## src/rtl/r22sdf_pkg.sv

```systemverilog
// r22sdf_pkg: shared types for the R2^2SDF FFT pipeline stages.
package r22sdf_pkg;

    localparam int SDF_WIDTH = 16;

    typedef struct packed {
        logic signed [SDF_WIDTH-1:0] re;
        logic signed [SDF_WIDTH-1:0] im;
    } cplx_t;

    typedef enum logic {
        ST_RUN,
        ST_FLUSH
    } sdf_state_e;

endpackage

```

## src/rtl/sdf_delay_line.sv

```systemverilog
// sdf_delay_line: enable-gated shift register of packed {re,im} samples.
module sdf_delay_line #(
    parameter int WIDTH = 16,
    parameter int DEPTH = 4
) (
    input  logic               clock,
    input  logic               reset_n,
    input  logic               shift_en,
    input  logic [2*WIDTH-1:0] line_in,
    output logic [2*WIDTH-1:0] head
);

    logic [2*WIDTH-1:0] mem_q [DEPTH];
    logic [2*WIDTH-1:0] mem_d [DEPTH];

    always_comb begin
        for (int i = 0; i < DEPTH; i++) begin
            mem_d[i] = mem_q[i];
        end
        if (shift_en) begin
            mem_d[0] = line_in;
            for (int i = 1; i < DEPTH; i++) begin
                mem_d[i] = mem_q[i-1];
            end
        end
    end

    always_ff @(posedge clock or negedge reset_n) begin
        if (!reset_n) begin
            for (int i = 0; i < DEPTH; i++) begin
                mem_q[i] <= '0;
            end
        end else begin
            for (int i = 0; i < DEPTH; i++) begin
                mem_q[i] <= mem_d[i];
            end
        end
    end

    assign head = mem_q[DEPTH-1];

endmodule

```

## src/rtl/sdf_bf_stage_ctrl.sv

```systemverilog
// sdf_bf_stage_ctrl: sequencer for one radix-2 SDF butterfly stage.
// Owns the feedback delay line, frame counter and flush-drain FSM.
module sdf_bf_stage_ctrl
    import r22sdf_pkg::*;
#(
    parameter int WIDTH = 16,
    parameter int DEPTH = 4
) (
    input  logic                          clock,
    input  logic                          reset_n,
    input  logic                          di_en,
    input  logic [WIDTH-1:0]              di_re,
    input  logic [WIDTH-1:0]              di_im,
    output logic                          di_ready,
    input  logic                          flush,
    output logic [WIDTH-1:0]              bf_x0_re,
    output logic [WIDTH-1:0]              bf_x0_im,
    output logic [WIDTH-1:0]              bf_x1_re,
    output logic [WIDTH-1:0]              bf_x1_im,
    input  logic [WIDTH-1:0]              bf_y0_re,
    input  logic [WIDTH-1:0]              bf_y0_im,
    input  logic [WIDTH-1:0]              bf_y1_re,
    input  logic [WIDTH-1:0]              bf_y1_im,
    output logic                          do_en,
    output logic [WIDTH-1:0]              do_re,
    output logic [WIDTH-1:0]              do_im,
    output logic [$clog2(2*DEPTH)-1:0]    do_idx
);

    localparam int CW = $clog2(2*DEPTH);
    localparam logic [CW-1:0] M_C     = CW'(DEPTH);
    localparam logic [CW-1:0] LAST_C  = CW'(2*DEPTH-1);
    localparam logic [CW-1:0] FLAST_C = CW'(DEPTH-1);

    sdf_state_e state_q, state_d;
    logic [CW-1:0] cnt_q, cnt_d;
    logic buf_valid_q, buf_valid_d;
    logic flush_pend_q, flush_pend_d;
    logic do_en_q, do_en_d;
    logic [WIDTH-1:0] do_re_q, do_re_d;
    logic [WIDTH-1:0] do_im_q, do_im_d;
    logic [CW-1:0] do_idx_q, do_idx_d;

    logic shift_en;
    logic [2*WIDTH-1:0] line_in;
    logic [2*WIDTH-1:0] head;
    logic [WIDTH-1:0] head_re, head_im;
    logic accept, phase_b;

    sdf_delay_line #(
        .WIDTH (WIDTH),
        .DEPTH (DEPTH)
    ) u_line (
        .clock    (clock),
        .reset_n  (reset_n),
        .shift_en (shift_en),
        .line_in  (line_in),
        .head     (head)
    );

    assign head_re  = head[2*WIDTH-1:WIDTH];
    assign head_im  = head[WIDTH-1:0];
    assign di_ready = (state_q == ST_RUN);
    assign accept   = di_en && di_ready;
    assign phase_b  = cnt_q[CW-1];

    assign bf_x0_re = head_re;
    assign bf_x0_im = head_im;
    assign bf_x1_re = di_re;
    assign bf_x1_im = di_im;

    // Output index is cnt+M in phase A / flush and cnt-M in phase B: both are cnt ^ M.
    always_comb begin
        state_d      = state_q;
        cnt_d        = cnt_q;
        buf_valid_d  = buf_valid_q;
        flush_pend_d = flush_pend_q;
        do_en_d      = 1'b0;
        do_re_d      = do_re_q;
        do_im_d      = do_im_q;
        do_idx_d     = do_idx_q;
        shift_en     = 1'b0;
        line_in      = '0;
        unique case (state_q)
            ST_RUN: begin
                flush_pend_d = flush_pend_q | flush;
                if (accept) begin
                    shift_en = 1'b1;
                    cnt_d    = cnt_q + 1'b1;
                    if (phase_b) begin
                        line_in  = {bf_y1_re, bf_y1_im};
                        do_en_d  = 1'b1;
                        do_re_d  = bf_y0_re;
                        do_im_d  = bf_y0_im;
                        do_idx_d = cnt_q ^ M_C;
                        if (cnt_q == LAST_C) begin
                            buf_valid_d = 1'b1;
                        end
                    end else begin
                        line_in = {di_re, di_im};
                        if (buf_valid_q) begin
                            do_en_d  = 1'b1;
                            do_re_d  = head_re;
                            do_im_d  = head_im;
                            do_idx_d = cnt_q ^ M_C;
                        end
                    end
                end else if (flush_pend_q && cnt_q == '0) begin
                    flush_pend_d = 1'b0;
                    if (buf_valid_q) begin
                        state_d = ST_FLUSH;
                    end
                end
            end
            ST_FLUSH: begin
                shift_en     = 1'b1;
                flush_pend_d = 1'b0;
                do_en_d      = 1'b1;
                do_re_d      = head_re;
                do_im_d      = head_im;
                do_idx_d     = cnt_q ^ M_C;
                if (cnt_q == FLAST_C) begin
                    state_d     = ST_RUN;
                    cnt_d       = '0;
                    buf_valid_d = 1'b0;
                end else begin
                    cnt_d = cnt_q + 1'b1;
                end
            end
        endcase
    end

    always_ff @(posedge clock or negedge reset_n) begin
        if (!reset_n) begin
            state_q      <= ST_RUN;
            cnt_q        <= '0;
            buf_valid_q  <= 1'b0;
            flush_pend_q <= 1'b0;
            do_en_q      <= 1'b0;
            do_re_q      <= '0;
            do_im_q      <= '0;
            do_idx_q     <= '0;
        end else begin
            state_q      <= state_d;
            cnt_q        <= cnt_d;
            buf_valid_q  <= buf_valid_d;
            flush_pend_q <= flush_pend_d;
            do_en_q      <= do_en_d;
            do_re_q      <= do_re_d;
            do_im_q      <= do_im_d;
            do_idx_q     <= do_idx_d;
        end
    end

    assign do_en  = do_en_q;
    assign do_re  = do_re_q;
    assign do_im  = do_im_q;
    assign do_idx = do_idx_q;

endmodule

```

## config.mk

```make
export PLATFORM = sky130hd
export DESIGN_NAME = sdf_bf_stage_ctrl
export DESIGN_NICKNAME = d
export VERILOG_FILES = /design/src/rtl/r22sdf_pkg.sv /design/src/rtl/sdf_delay_line.sv /design/src/rtl/sdf_bf_stage_ctrl.sv
export SDC_FILE = /design/constraint.sdc
export NUM_CORES = 1
export LEC_CHECK = 0
export CORE_MARGIN = 1.5
export CORE_UTILIZATION = 25
export CTS_BUF_LIST = sky130_fd_sc_hd__clkbuf_8
export DETAILED_ROUTE_END_ITERATION = 7
export GPL_ROUTABILITY_DRIVEN = 0
export GPL_TIMING_DRIVEN = 1
export MAX_ROUTING_LAYER = met4
export REMOVE_ABC_BUFFERS = 1
export SYNTH_ARGS = -nofsm -noshare
export SYNTH_HDL_FRONTEND = slang
export SYNTH_SLANG_ARGS = --single-unit
```

## constraint.sdc

```tcl
create_clock -name clock -period 1.5 [get_ports clock]
set_input_delay 0.225 -clock clock [delete_from_list [all_inputs] [get_ports clock]]
set_output_delay 0.225 -clock clock [all_outputs]
set_load 0.01 [all_outputs]
```

==> out/qor.json, run 1 <==
{
  "result_of_the_run": {"value": "finished, violations left"},
  "violations": {"value": "design-rule violations, negative setup slack"},
  "holdPathEnd": {"value": "do_idx[2]$_DFFE_PN0P_"},
  "timing_max_transition_violations_final": {"value": 0},
  "largest_buffer_count_on_any_clock_path": {"value": 2},
  "final_core_utilization": {"value": 35.2, "unit": "%"},
  "report.power.total": {"value": 20.6, "unit": "mW"},
  "pre_cts_slack": {"value": -0.0736, "unit": "ns"},
  "worst_pin_slew": {"value": 0.445, "unit": "ns"},
  "placed_cell_area": {"value": 9960, "unit": "sq um"},
  "core_region_area": {"value": 30700, "unit": "sq um"},
  "pwr-share-clk": {"value": 16.7, "unit": "%"},
  "drt_pass1_iterations": {"value": 8},
  "routed_wire_length_per_instance": {"value": 17.0, "unit": "um"},
  "placedCellCount": {"value": 1078},
  "grt_use_total": {"value": 11.5, "unit": "%"},
  "synth-edff-count": {"value": 0},
  "rows": {"value": 64},
  "share_seq_of_total_power": {"value": 38.4, "unit": "%"},
  "tritoncts.num_buffers": {"value": 17},
  "initial_core_util": {"value": 25.5, "unit": "%"},
  "yosysTopAreaCellShare": {"value": 54.2, "unit": "%"},
  "drt_iter0_drc": {"value": 215},
  "cts.clk_slew.worst_paths": {"value": 0.09, "unit": "ns"},
  "power_density": {"value": 1900, "unit": "nW/um^2"},
  "grt_antenna_before_repair": {"value": 1},
  "timing.hold.ws": {"value": 0.239, "unit": "ns"},
  "timing.rr.end": {"value": "u_line.mem_q[62]$_DFFE_PN0P_"},
  "cts_tree": {"value": "done"},
  "power.net_switching": {"value": 6.57, "unit": "mW"},
  "grt_remaining_overflow": {"value": 0},
  "min_path_type": {"value": "in2reg"},
  "hold_viol": {"value": 0},
  "route.detailed.vias_per_inst": {"value": 4.21},
  "timing.critical_path.required": {"value": 1.85, "unit": "ns"},
  "final.setup.tns": {"value": -2.54, "unit": "ns"},
  "total_die_area": {"value": 32500, "unit": "sq um"},
  "netlist_top_cells_count": {"value": "sky130_fd_sc_hd__dfrtp_1 (170), sky130_fd_sc_hd__mux2_2 (105), sky130_fd_sc_hd__buf_4 (65)"},
  "cell_accounting_for_the_most_synthesized_area": {"value": "sky130_fd_sc_hd__dfrtp_1"},
  "worstRegToRegCells": {"value": 4},
  "route.vias.total": {"value": 4800},
  "final_net_count": {"value": 833},
  "p_leak": {"value": 5.05, "unit": "nW"},
  "grt_start_max_net_pins": {"value": 52},
  "critical_path.max_fanout": {"value": 11},
  "power.share.switching": {"value": 31.9, "unit": "%"},
  "port-buffer-count": {"value": 200},
  "worst_setup_path_end_kind": {"value": "flip-flop"},
  "ys_ff_latch": {"value": 170},
  "hold_depth": {"value": 3},
  "critical_path.startpoint_type": {"value": "flip-flop"},
  "synth-warning-count": {"value": 0},
  "grt_setup_unrepaired": {"value": "true"},
  "first_global_vias": {"value": 4993},
  "timing.fmax": {"value": 643, "unit": "MHz"},
  "mappedNetlistArea": {"value": 7850, "unit": "sq um"},
  "rrSetupSlack": {"value": -0.05, "unit": "ns"},
  "timing.final.ws_setup": {"value": -0.0544, "unit": "ns"},
  "die_height": {"value": 180, "unit": "um"},
  "fill_cells": {"value": 3044},
  "asyncSetResetFlopFracSynth": {"value": 100, "unit": "%"},
  "synth.lib_cells_used.distinct": {"value": 23},
  "cp.arrival": {"value": 1.90, "unit": "ns"},
  "synthFlopType": {"value": "sky130_fd_sc_hd__dfrtp_1"},
  "h-tree-depth": {"value": 4},
  "share_of_the_yosys_chip_area_belonging_to_registers": {"value": 54.2, "unit": "%"},
  "max-cap-violations": {"value": 0},
  "worstSkewPairLatency": {"value": 0.46, "unit": "ns"},
  "pwr-share-comb": {"value": 45.0, "unit": "%"},
  "detail_route.drc_violations": {"value": 12},
  "worstHoldStart": {"value": "di_en"},
  "finish.instance_area": {"value": 10800, "unit": "sq um"},
  "relative_slew_margins": {"value": 70.3, "unit": "%"},
  "design.portCount": {"value": 201},
  "cts-root-buf": {"value": "sky130_fd_sc_hd__clkbuf_8"},
  "synth.avg_cell_area": {"value": 14.2, "unit": "sq um"},
  "min_tclk_post_route": {"value": 1.55, "unit": "ns"},
  "worstSetupPathType": {"value": "reg2reg"},
  "finalNonFillerCells": {"value": 1141},
  "setup-violations-final": {"value": 82},
  "hpwl": {"value": 11800, "unit": "um"},
  "wl": {"value": 19400, "unit": "um"},
  "proportion_of_layout_cells_with_a_drive_suffix_above_1": {"value": 35.3, "unit": "%"},
  "post-synth-top-count-cell": {"value": "sky130_fd_sc_hd__dfrtp_1"},
  "critical_path.reg2reg.startpoint": {"value": "state_q$_DFF_PN0_"},
  "synthTopCellsByArea": {"value": "sky130_fd_sc_hd__dfrtp_1 (54%), sky130_fd_sc_hd__mux2_2 (15%), sky130_fd_sc_hd__mux2_4 (11%)"},
  "fin_crit_sh": {"value": 104, "unit": "%"},
  "p_int": {"value": 14.0, "unit": "mW"},
  "number_of_instances_in_the_synthesized_netlist": {"value": 553},
  "fin_worst_skew": {"value": 0.00865, "unit": "ns"},
  "area_growth": {"value": 37.9, "unit": "%"},
  "worst_ir_drop_vdd": {"value": 0.767, "unit": "mV"},
  "clock_net_sink_count": {"value": 170},
  "grt_pass1_wl": {"value": 28200, "unit": "um"},
  "die-width": {"value": 180, "unit": "um"},
  "post_route_ant_nets": {"value": 0}
}
-- cells by family after synthesis --
logic type	synth area share, %
adder cells (fa/ha/maj)	0.319
multiplexers	30.2
AO/OA/AOI/OAI	4.02
AND/OR/NAND/NOR	2.18
flip-flops	54.2
buffers and inverters	9.02
-- worst max-delay path: stages, from the launching register on --
cell and delay, ns:
sky130_fd_sc_hd__dfrtp_2 0.45, sky130_fd_sc_hd__buf_4 0.16, sky130_fd_sc_hd__or2_4 0.33, sky130_fd_sc_hd__clkbuf_16 0.22, sky130_fd_sc_hd__mux2_4 0.29
-- sequential cells by signal, summed over array words and instances (netlist names) --
| register | count |
|---|---|
| u_line.mem_q | 96 |
| u_line.head | 32 |
| do_im | 16 |
| do_re | 16 |
| cnt_q | 3 |
| do_idx | 3 |
| buf_valid_q | 1 |
| do_en | 1 |
| flush_pend_q | 1 |
| state_q | 1 |
-- cell type report --
class                   count  area [sq um]  area share (%)
diodes                      1          2.50          0.0231
clock buffers              17           234            2.16
clock inverters            15           173            1.60
inverters                   3          13.8           0.127
multi-input cells         284          3010            27.8
flip-flops and latches    170          4260            39.3
well taps                 396           495            4.58
repair buffers            255          2640            24.4
-- cells in the final DEF, fill, tap and decap left out, types with 6 or more instances in the layout --
cell	Yosys	layout
sky130_fd_sc_hd__nor2_1	34	33
sky130_fd_sc_hd__buf_4	65	30
sky130_fd_sc_hd__buf_12	0	8
sky130_fd_sc_hd__clkinv_2	0	6
sky130_fd_sc_hd__dfrtp_1	170	167
sky130_fd_sc_hd__dlymetal6s2s_1	0	6
sky130_fd_sc_hd__buf_6	9	7
sky130_fd_sc_hd__mux2_2	105	82
sky130_fd_sc_hd__dlygate4sd2_1	0	68
sky130_fd_sc_hd__clkbuf_16	0	6
sky130_fd_sc_hd__clkdlybuf4s50_1	0	123
sky130_fd_sc_hd__a211oi_1	34	34
sky130_fd_sc_hd__clkbuf_8	0	18
sky130_fd_sc_hd__mux2i_1	32	32
sky130_fd_sc_hd__mux2_4	58	81
-- timing repair --
item	CTS	global route
gates resized for setup	103	25
cloned	2	12
endpoints found under the setup margin	101	134
pin swaps	0	1
hold endpoints to repair	38	0
setup buffers	16	1
hold buffers	1	0
-- worst max-delay path by stage --
stage                                         endpoint                 start  cells past startpoint  slack, ns
after floorplan                   do_re[0]$_DFFE_PN0P_  cnt_q[2]$_DFFE_PN0P_                      3      -2.98
after global placement            do_re[0]$_DFFE_PN0P_     state_q$_DFF_PN0_                      4      -0.04
after detailed placement          do_re[1]$_DFFE_PN0P_     state_q$_DFF_PN0_                      4      -0.07
after CTS                         do_im[0]$_DFFE_PN0P_     state_q$_DFF_PN0_                      6      -0.12
after global routing              do_re[6]$_DFFE_PN0P_     state_q$_DFF_PN0_                      5      -0.09
final                     u_line.mem_q[62]$_DFFE_PN0P_     state_q$_DFF_PN0_                      4      -0.05
-- metal layers --
layer  vias up  GRT usage, %  part of all wire (%)
met1      2392          14.6                    46
met2       139          18.0                    48
met5         -             -                     0
met4         0          3.13                  0.92
met3        12          3.31                   5.7
li1       2257             -                     -
-- power groups by stage --
stage | sequential [mW] | clock [mW] | combinational [mW]
2_1_floorplan | 8.31 | 0 | 4.65
6_report | 7.90 | 3.43 | 9.27
5_1_grt | 8.21 | 3.77 | 9.98
3_5_place_dp | 8.07 | 0 | 8.65
4_1_cts | 7.92 | 3.57 | 8.96
3_3_place_gp | 8.03 | 0 | 8.48
Note: power is estimated with default switching activity, not from simulation.
==> run 2, diff against run 1 <==
Settings changed: DONT_BUFFER_PORTS set to 1.
==> out/qor.json, run 2 (synthesis gave the netlist of run 1 again) <==
{
  "route.detailed.vias_per_inst": {"value": 4.25, "change": "was 4.21"},
  "worst_pin_slew": {"value": 0.357, "unit": "ns", "change": "was 0.445 ns"},
  "grt_start_max_net_pins": {"value": 171, "change": "was 52"},
  "hold_viol": {"value": 170, "change": "was 0"},
  "grt_setup_unrepaired": {"value": "true", "change": "unchanged"},
  "first_global_vias": {"value": 4432, "change": "was 4993"},
  "detail_route.drc_violations": {"value": 14, "change": "was 12"},
  "rows": {"value": 64, "change": "unchanged"},
  "fin_crit_sh": {"value": 103, "unit": "%", "change": "was 104%"},
  "hpwl": {"value": 10000, "unit": "um", "change": "was 11800 um"},
  "worstSkewPairLatency": {"value": 0.48, "unit": "ns", "change": "was 0.46 ns"},
  "clock_net_sink_count": {"value": 170, "change": "unchanged"},
  "timing.hold.ws": {"value": -0.564, "unit": "ns", "change": "was 0.239 ns"},
  "cts_tree": {"value": "done", "change": "unchanged"},
  "wl": {"value": 16300, "unit": "um", "change": "was 19400 um"},
  "max-cap-violations": {"value": 0, "change": "unchanged"},
  "design.portCount": {"value": 201, "change": "unchanged"},
  "result_of_the_run": {"value": "finished, violations left", "change": "unchanged"},
  "top_register": {"value": "u_line.mem_q", "change": "unchanged"},
  "placed_cell_area": {"value": 7900, "unit": "sq um", "change": "was 9960 sq um"},
  "cpMaxStageDelayCell": {"value": "sky130_fd_sc_hd__dfrtp_2", "change": "unchanged"},
  "timing.critical_path.required": {"value": 1.87, "unit": "ns", "change": "was 1.85 ns"},
  "cell_repeated_most_along_the_worst_path": {"value": "sky130_fd_sc_hd__mux2_2"},
  "worst_setup_path_end_kind": {"value": "flip-flop", "change": "unchanged"},
  "grt_pass1_wl": {"value": 26200, "unit": "um", "change": "was 28200 um"},
  "commonest_cells_after_routing_fill_and_taps_aside": {"value": "sky130_fd_sc_hd__dfrtp_1 (168), sky130_fd_sc_hd__mux2_2 (89), sky130_fd_sc_hd__dlygate4sd3_1 (75)", "change": "was sky130_fd_sc_hd__dfrtp_1 (167), sky130_fd_sc_hd__clkdlybuf4s50_1 (123), sky130_fd_sc_hd__mux2_2 (82)"},
  "timing_max_transition_violations_final": {"value": 0, "change": "unchanged"},
  "tritoncts.num_buffers": {"value": 17, "change": "unchanged"},
  "drt_iter0_drc": {"value": 133, "change": "was 215"},
  "post-cts-setup-buffers": {"value": 0, "change": "was 16"},
  "cts.clk_slew.worst_paths": {"value": 0.10, "unit": "ns", "change": "was 0.09 ns"},
  "port-buffer-count": {"value": 0, "change": "was 200"},
  "routed_wire_length_per_instance": {"value": 16.6, "unit": "um", "change": "was 17.0 um"},
  "timing.fmax": {"value": 648, "unit": "MHz", "change": "was 643 MHz"},
  "fill_cells": {"value": 3083, "change": "was 3044"},
  "critPathBufInv": {"value": 1, "change": "was 2"},
  "n_antenna_cell": {"value": 0, "change": "was 1"},
  "largest_buffer_count_on_any_clock_path": {"value": 2, "change": "unchanged"},
  "largest_register_ffs": {"value": 96, "change": "unchanged"},
  "timing.critical_path.max_delay_family": {"value": "multiplexers", "change": "was flip-flops"},
  "drt_pass1_iterations": {"value": 6, "change": "was 8"},
  "grt_use_total": {"value": 10.9, "unit": "%", "change": "was 11.5%"},
  "violations": {"value": "design-rule violations, negative hold slack, negative setup slack", "change": "was design-rule violations, negative setup slack"},
  "proportion_of_layout_cells_with_a_drive_suffix_above_1": {"value": 38.5, "unit": "%", "change": "was 35.3%"},
  "worst_ir_drop_vdd": {"value": 0.646, "unit": "mV", "change": "was 0.767 mV"},
  "finish.instance_area": {"value": 9220, "unit": "sq um", "change": "was 10800 sq um"},
  "total_die_area": {"value": 32500, "unit": "sq um", "change": "unchanged"},
  "min_tclk_post_route": {"value": 1.54, "unit": "ns", "change": "was 1.55 ns"},
  "core_region_area": {"value": 30700, "unit": "sq um", "change": "unchanged"},
  "critical_path.max_fanout": {"value": 6, "change": "was 11"},
  "cts-root-buf": {"value": "sky130_fd_sc_hd__clkbuf_8", "change": "unchanged"},
  "relative_slew_margins": {"value": 76.2, "unit": "%", "change": "was 70.3%"},
  "die-width": {"value": 180, "unit": "um", "change": "unchanged"},
  "route.vias.total": {"value": 4187, "change": "was 4800"},
  "p_leak": {"value": 4.14, "unit": "nW", "change": "was 5.05 nW"},
  "cell_breakdown_of_the_critical_path": {"value": "nor2b_4 > buf_4 > mux2_2 > mux2_2", "change": "was buf_4 > or2_4 > clkbuf_16 > mux2_4"},
  "worst_path_largest_cell_delay": {"value": 0.45, "unit": "ns", "change": "about the same"},
  "initial_core_util": {"value": 25.5, "unit": "%", "change": "unchanged"},
  "grt_remaining_overflow": {"value": 0, "change": "unchanged"},
  "power_density": {"value": 1990, "unit": "nW/um^2", "change": "was 1900 nW/um^2"},
  "finalNonFillerCells": {"value": 985, "change": "was 1141"},
  "h-tree-depth": {"value": 4, "change": "unchanged"},
  "mostFrequentLayoutCell": {"value": "sky130_fd_sc_hd__dfrtp_1", "change": "unchanged"},
  "area_growth": {"value": 17.5, "unit": "%", "change": "was 37.9%"},
  "setup-violations-final": {"value": 39, "change": "was 82"},
  "critical_path.startpoint_type": {"value": "flip-flop", "change": "unchanged"},
  "fin_worst_skew": {"value": 0.0172, "unit": "ns", "change": "was 0.00865 ns"},
  "timing.final.ws_setup": {"value": -0.0441, "unit": "ns", "change": "was -0.0544 ns"},
  "die_height": {"value": 180, "unit": "um", "change": "unchanged"},
  "min_path_type": {"value": "in2async", "change": "was in2reg"},
  "grt_antenna_before_repair": {"value": 0, "change": "was 1"},
  "post_route_ant_nets": {"value": 0, "change": "unchanged"},
  "cp.arrival": {"value": 1.91, "unit": "ns", "change": "was 1.90 ns"},
  "final_net_count": {"value": 679, "change": "was 833"},
  "placedCellCount": {"value": 876, "change": "was 1078"},
  "pre_cts_slack": {"value": -0.0398, "unit": "ns", "change": "was -0.0736 ns"},
  "worstSetupPathType": {"value": "reg2reg", "change": "unchanged"}
}
run 2: cell count changes in the layout (fill, tap and decap cells not counted), sizes merged, moves of 2 or more:
cell,delta
bufbuf,+2
clkinv,-4
clkbuf,-6
clkdlybuf4s50,-123
dlygate4sd2,-68
dlymetal6s2s,-6
dlygate4sd3,+74
or2,-2
inv,+2
buf,-24
run 2: final cells by class:
type,count,area (sq um),share of cell area (%)
sequential,170,4260,46.2
multi-input combinational,282,2960,32.1
timing repair buffer,103,1110,12.0
tap,396,495,5.37
clock buffer,18,248,2.69
clock inverter,13,144,1.56
inverter,3,11.3,0.122
run 2: worst paths after layout:
| kind | cells past startpoint | from | to | slack (ns) |
|---|---|---|---|---|
| max | 4 | state_q$_DFF_PN0_ | do_re[0]$_DFFE_PN0P_ | -0.04 |
| min | 0 | reset_n | do_re[13]$_DFFE_PN0P_ | -0.56 |
| max reg2reg | 4 | state_q$_DFF_PN0_ | do_re[0]$_DFFE_PN0P_ | -0.04 |
| min reg2reg | 1 | flush_pend_q$_DFF_PN0_ | flush_pend_q$_DFF_PN0_ | 0.50 |
| max in group asynchronous | 0 | reset_n | u_line.mem_q[76]$_DFFE_PN0P_ | 1.73 |
| min in group clock | 2 | di_im[14] | u_line.mem_q[110]$_DFFE_PN0P_ | 0.02 |
run 2: through the flow:
stage	util (%)	power (mW)	setup TNS, ns
2_1_floorplan	-	13.0	-360.47
3_3_place_gp	25.7	14.4	-0.294
3_5_place_dp	25.7	14.6	-0.912
4_1_cts	29.9	18.6	-2.10
5_1_grt	30.0	19.6	-3.92
6_report	30.0	18.3	-0.831
run 2: what timing repair did:
| action | 4_1_cts | 5_1_grt |
|---|---|---|
| pin swaps | 0 | 0 |
| setup endpoints to repair | 49 | 82 |
| gates cloned | 2 | 0 |
| resized for setup | 19 | 5 |
| hold buffers | 74 | 2 |
| hold endpoints to repair | 237 | 172 |
run 2: worst register-to-register path, cell delays in order, from the launching register on:
cell,delay [ns]
sky130_fd_sc_hd__dfrtp_2,0.45
sky130_fd_sc_hd__nor2b_4,0.16
sky130_fd_sc_hd__buf_4,0.21
sky130_fd_sc_hd__mux2_2,0.35
sky130_fd_sc_hd__mux2_2,0.26
run 2: report_power, final:
group          leakage [nW]  total [mW]  switching (mW)  internal [mW]
Clock                 0.194        3.35            1.82           1.53
Sequential             2.12        8.53            1.83           6.69
Combinational          1.83        6.45            2.28           4.17
run 2: per-layer routing:
layer | global-route usage [%] | vias to the layer above | wire (um)
met3 | 3.76 | 10 | 930
met4 | 3.60 | 0 | 188
met1 | 13.2 | 2127 | 7440
met2 | 17.1 | 123 | 7750
met5 | - | - | 0
li1 | - | 1927 | -
